==> src/rtl/mem_port_arbiter.sv <==
// Round-robin arbiter sharing one single-port memory between the fetch port (0)
// and the load/store port (1); each access is IDLE -> ISSUE -> [WAIT] -> RESP.
module mem_port_arbiter #(
    parameter int ADDR_W  = 30,
    parameter int MEM_LAT = 1
) (
    input  logic              clk,
    input  logic              resetn,
    input  logic              req0,
    input  logic [ADDR_W-1:0] addr0,
    output logic [31:0]       rdata0,
    output logic              done0,
    input  logic              req1,
    input  logic [ADDR_W-1:0] addr1,
    input  logic [31:0]       wdata1,
    input  logic [3:0]        wmask1,
    output logic [31:0]       rdata1,
    output logic              done1,
    output logic [ADDR_W-1:0] mem_addr,
    output logic [31:0]       mem_wdata,
    output logic [3:0]        mem_wmask,
    output logic              mem_rstrb,
    input  logic [31:0]       mem_rdata,
    output logic              busy
);

    typedef enum logic [1:0] {IDLE, ISSUE, WAIT, RESP} state_t;

    localparam logic [3:0] LAT_M1 = 4'(MEM_LAT - 1);

    state_t            state_q;
    logic              owner_q;
    logic              last_owner_q;
    logic [3:0]        cnt_q;
    logic [ADDR_W-1:0] mem_addr_q;
    logic [31:0]       mem_wdata_q;
    logic [3:0]        mem_wmask_q;
    logic              mem_rstrb_q;
    logic [31:0]       rdata0_q;
    logic [31:0]       rdata1_q;
    logic              done0_q;
    logic              done1_q;

    logic              grant_d;
    logic              owner_d;

    // On a conflict the port that did not win last time gets the memory.
    always_comb begin
        grant_d = req0 | req1;
        owner_d = 1'b0;
        if (req0 && req1) begin
            owner_d = ~last_owner_q;
        end else if (req1) begin
            owner_d = 1'b1;
        end
    end

    always_ff @(posedge clk) begin
        if (!resetn) begin
            state_q      <= IDLE;
            owner_q      <= 1'b0;
            last_owner_q <= 1'b1;
            cnt_q        <= '0;
            mem_addr_q   <= '0;
            mem_wdata_q  <= '0;
            mem_wmask_q  <= '0;
            mem_rstrb_q  <= 1'b0;
            rdata0_q     <= '0;
            rdata1_q     <= '0;
            done0_q      <= 1'b0;
            done1_q      <= 1'b0;
        end else begin
            done0_q <= 1'b0;
            done1_q <= 1'b0;
            case (state_q)
                IDLE: begin
                    if (grant_d) begin
                        owner_q      <= owner_d;
                        last_owner_q <= owner_d;
                        mem_addr_q   <= owner_d ? addr1 : addr0;
                        mem_wdata_q  <= owner_d ? wdata1 : 32'h0;
                        mem_wmask_q  <= owner_d ? wmask1 : 4'h0;
                        mem_rstrb_q  <= ~owner_d | (wmask1 == 4'h0);
                        state_q      <= ISSUE;
                    end
                end
                ISSUE: begin
                    mem_rstrb_q <= 1'b0;
                    mem_wmask_q <= '0;
                    if (mem_rstrb_q) begin
                        cnt_q   <= LAT_M1;
                        state_q <= WAIT;
                    end else begin
                        done1_q <= owner_q;
                        done0_q <= ~owner_q;
                        state_q <= RESP;
                    end
                end
                WAIT: begin
                    // mem_rdata is only trusted on the final counted cycle.
                    if (cnt_q == 4'h0) begin
                        if (owner_q) begin
                            rdata1_q <= mem_rdata;
                        end else begin
                            rdata0_q <= mem_rdata;
                        end
                        done1_q <= owner_q;
                        done0_q <= ~owner_q;
                        state_q <= RESP;
                    end else begin
                        cnt_q <= cnt_q - 4'h1;
                    end
                end
                RESP: begin
                    state_q <= IDLE;
                end
                default: begin
                    state_q <= IDLE;
                end
            endcase
        end
    end

    assign mem_addr  = mem_addr_q;
    assign mem_wdata = mem_wdata_q;
    assign mem_wmask = mem_wmask_q;
    assign mem_rstrb = mem_rstrb_q;
    assign rdata0    = rdata0_q;
    assign rdata1    = rdata1_q;
    assign done0     = done0_q;
    assign done1     = done1_q;
    assign busy      = (state_q != IDLE);

endmodule

==> config.mk <==
export PLATFORM = sky130hd
export DESIGN_NAME = mem_port_arbiter
export DESIGN_NICKNAME = d
export VERILOG_FILES = /design/src/rtl/mem_port_arbiter.sv
export SDC_FILE = /design/constraint.sdc
export NUM_CORES = 1
export LEC_CHECK = 0
export BUFFER_PORTS_ARGS = -buffer_cell sky130_fd_sc_hd__buf_2
export CORE_MARGIN = 3
export CORE_UTILIZATION = 50
export DETAILED_ROUTE_END_ITERATION = 7
export PLACE_DENSITY_LB_ADDON = 0.25
export SLEW_MARGIN = 5
export SYNTH_ARGS = -nofsm -noshare
export SYNTH_HDL_FRONTEND = slang
export SYNTH_SLANG_ARGS = --single-unit
==> constraint.sdc <==
create_clock -name clk -period 3.5 [get_ports clk]
set_input_delay 0.35 -clock clk [delete_from_list [all_inputs] [get_ports clk]]
set_output_delay 0.35 -clock clk [all_outputs]
set_load 0.1 [all_outputs]
# ---- Word-level counts from Yosys, hierarchy flattened
# Index checks and enable logic that the tools add are counted.
# Widths: inputs -> output; s select.
dict set report word_totals {
  register_bits 141
  word_cells 60
}
dict set report op_classes {
  addsub 1
  eq_ne 7
  mux 22
  bitwise_logic 5
  reduce_logical 13
}
# operator count
set op_table {}
lappend op_table {{$mux 32} 1}
lappend op_table {{$mux 30} 1}
lappend op_table {{$mux 4} 4}
lappend op_table {{$pmux 4 s2} 2}
lappend op_table {{$reduce_and 3->1} 3}
lappend op_table {{$logic_not 4->1} 2}
lappend op_table {{$mux 1} 8}
lappend op_table {{$ne 2x2->1 const B} 4}
lappend op_table {{$pmux 2 s4} 1}
lappend op_table {{$pmux 1 s2} 3}
lappend op_table {{$reduce_and 2->1} 3}
lappend op_table {{$reduce_bool 2->1} 3}
lappend op_table {{$eq 2x2->1 const B} 2}
lappend op_table {{$mux 2} 2}
lappend op_table {{$sub 4x1->4 const B} 1}
lappend op_table {{$not 1->1} 3}
lappend op_table {{$eq 2x1->1 const B} 1}
lappend op_table {{$logic_not 2->1} 1}
lappend op_table {{$or 1x1->1} 2}
lappend op_table {{$logic_and 1x1->1} 1}

# ---- Longest topological paths before layout
dict set report logic_depth {
  ltp_word 6
  mapped_depth 8
  depth_no_buf 5
}

# ---- Worst setup path after synthesis
# No wires, ideal clock.
dict set report synth_path {
  kind {register to output}
  start {reg state_q[0]}
  end {out busy}
  t_arrival_ns 1.581
  required_ns 3.150
  slack_ns 1.569
  path_stages_with_launch 6
  n_path_buf 2
  path_cell_list {dfxtp_1 -> inv_1 -> ha_1 -> buf_2 -> buf_1 -> inv_1}
}
dict set report synth_via {
  elab_chain_cells 1
}
# element line
set synth_rtl {}
lappend synth_rtl {{start, declared} 31} ;# state_t state_q;
lappend synth_rtl {{start signal, assigned} 60} ;# state_q <= IDLE;
lappend synth_rtl {{start signal, assigned} 84} ;# state_q <= ISSUE;
lappend synth_rtl {{start signal, assigned} 92} ;# state_q <= WAIT;
lappend synth_rtl {{$reduce_bool 2->1} 132} ;# assign busy = (state_q != IDLE);
lappend synth_rtl {{end, declared} 24} ;# output logic busy
# No other way between the ends.

# ---- Worst setup path after layout
dict set report layout_path {
  start {reg state_q[0]}
  end {reg rdata0_q[17], in the netlist rdata0[17]}
}
dict set report layout_via {
  elab_chain_cells 2
}
# element line
set layout_rtl {}
lappend layout_rtl {{$eq 2x2->1} 75} ;# case (state_q)
lappend layout_rtl {{$reduce_and 3->1 (no source line)} n/a}
lappend layout_rtl {{end signal, assigned} 105} ;# rdata0_q <= mem_rdata;
lappend layout_rtl {{end, declared} 39} ;# logic [31:0] rdata0_q;
# No other way between the ends.
# A chain may end at the register's enable or synchronous reset.

==> run metrics <==
Row Count 37; IO buf count 265; Max IR drop VDD 0.757 mV; # H-tree levels 4; Period Utilization, post-route 68.9%; EDFF count, synth 0; Final Setup Violations 0; asr flop ratio synth 0%; layout cells sized above 1 35.0%; Max Clock Freq 0.414 GHz; Fill cells 831; Max-Cap Viols 0; worst skew pair latency 0.52 ns; GR peak layer met2; final hold violation count 0; detailed placer's ending HPWL 11400 um; Post-Syn Area 5560 um^2; Worst-Margin Slew 0.964 ns; vias in the first global route 5585; synth warn 0; Die W 111 um; CTS tree yes; Lkg Pwr 3.34 nW; Pwr Density 1010 nW/um^2; grt met3 use 8.21%; layout net count 1020; minimum clock period 2.41 ns; first-pass GRT wire length 27100 um; syn nets 795; WS Path Type flop to flop; Placer Congestion 0.788; largest cells by area after synthesis dfxtp_1, o21ai_0, a21oi_1; Seq. cell area 2820 um^2; met1 Use GR 30.3%; share of the synthesized area in the top cell type 50.8%; core area 10600 um^2; total track usage 26.5%; cts bufs inserted 17; synthesized instance count 658; Sink Count 141; initial antenna violation count 1; R2R Setup Slk 1.09 ns; RSZ-0062 raised after global routing false; Slew Limit Fails 0; hold_buf cts 0; drc violations 0; Unique masters post-synth 38; io pins 266; Initial Utilization 52.7%; Clock Tree Root clkbuf_8; max_slew headroom 35.7%; GR Layer Usage met2 45.8%; Worst-path clk slew 0.06 ns; DR iter-0 viols 572; post-CTS setup buffers 0; Final Util 70.6%; Critical R2R Capture rdata0[17]; CTS resizes 0; CP max FO 34; ys flop type dfxtp_1; die height 111 um; Setup crit start kind flop; Crit. End Element flop; worst hold-check path type input port to flop; CP Capture Point rdata0[17]; CP required 3.95 ns; Mean Syn Cell Area 8.45 um^2; vias per cell 5.75; final wirelength 17000 um; status complete, no violations; RR Startpoint state_q[0]; worst r2r path cells 6; cell accounting for the most synthesized area dfxtp_1; die area 12400 um^2; Max Buffers Root-to-Sink 2; largest net degree at the start of global routing 71; synthesized flop and latch total 141; Setup TNS Final 0 ns; critical path launch point state_q[0]; critical path arrival 2.86 ns; area of the multi-input gates 2400 um^2; Area Overhead vs Synth 33.9%; clk_skew 0.00642 ns; sequential area share after synthesis 50.8%; DRT antenna net count 0; grt ovf 0; routed len/inst 16.5 um; TritonRoute pass-1 iters 5; routed via count 5935
state kept, by name (all words and copies together) (netlist names):
register and cells:
rdata1 32, done1 1, mem_wdata 32, state_q 2, mem_wmask 4, last_owner_q 1
done0 1, cnt_q 4, rdata0 32, mem_rstrb 1, owner_q 1, mem_addr 30
cell type report:
type	instances	area share (%)
antenna	1	0.0336
clock buffer	17	5.56
clock inverter	15	2.84
inverter	8	0.403
multi-input combinational	442	32.2
sequential	141	37.9
tap	136	2.28
timing repair buffer	273	18.8
worst min path at each step:
stage	from	to	slack, ns	depth (start not counted)
after floorplan	cnt_q[1]	cnt_q[1]	0.45	2
after global placement	rdata0[25]	rdata0[25]	0.46	2
after detailed placement	rdata0[31]	rdata0[31]	0.46	2
after CTS	wdata1[30]	mem_wdata[30]	0.05	3
after global routing	wdata1[1]	mem_wdata[1]	0.07	3
final	wdata1[19]	mem_wdata[19]	0.08	3
Yosys cell counts (6+ instances only):
cell type	number
a21oi_1	74
a31oi_1	30
a32oi_1	32
buf_1	8
buf_2	12
clkbuf_1	37
dfxtp_1	141
inv_1	6
nand2_1	69
nand3_1	69
nor2_1	34
o21ai_0	85
o21ai_1	15
placed cells by master (no fill, tap or decap), types with 2 or more instances in the layout:
master     Yosys  routed
dfxtp_1      141     140
bufinv_16      0       4
a211oi_1       4       4
nor3_1         2       2
mux2i_1        2       2
ha_1           5       5
a21oi_1       74      74
clkbuf_16      0      16
buf_2         12     265
clkinv_4       0       5
o21ai_0       85      85
inv_2          2       2
nor2b_1        3       3
buf_4          5       7
nand2_1       69      69
a32oi_1       32      32
a31oi_1       30      30
nor4_1         2       2
nor2_1        34      34
inv_1          6       6
o21ai_1       15      14
nand3_1       69      69
inv_6          0       4
worst max-delay path: stages, from the launching register on:
cell and delay [ns]:
dfxtp_1 0.32, inv_1 0.10, ha_1 0.38, and4bb_2 0.72
buf_4 0.45, nand3_1 0.14, a21oi_1 0.21
stage by stage:
stage	std cells	hold WS (ns)	cell area, um^2	total power [mW]	setup slack [ns]
2_1_floorplan	658	0.452	5560	5.09	1.57
3_3_place_gp	1000	0.457	6820	5.56	1.27
3_5_place_dp	1000	0.464	6820	5.62	1.16
4_1_cts	1032	0.0528	7440	7.53	1.10
5_1_grt	1033	0.0707	7450	7.81	0.869
6_report	1033	0.0768	7450	7.51	1.09
power by group:
group          internal [mW]  leakage [nW]  switching, mW
Combinational          0.585          1.89           2.96
Clock                   1.17         0.304          0.718
Sequential              1.91          1.15          0.167
Total                   3.66          3.34           3.84
logic make-up after synthesis:
family / count (synthesis) / share of synthesized area, %
AO/OA/AOI/OAI: 249 / 26.1
AND/OR/NAND/NOR: 186 / 15.3
multiplexers: 2 / 0.360
adder cells (fa/ha/maj): 5 / 1.13
buffers and inverters: 75 / 6.35
flip-flops: 141 / 50.8
routing by layer:
| layer | routed length, um | vias to the layer above |
|---|---|---|
| li1 | - | 2828 |
| met1 | 6450 | 2785 |
| met2 | 8690 | 287 |
| met3 | 1460 | 35 |
| met4 | 436 | 0 |
| met5 | 0 | - |
No activity file was read; power rests on OpenSTA's default activity.
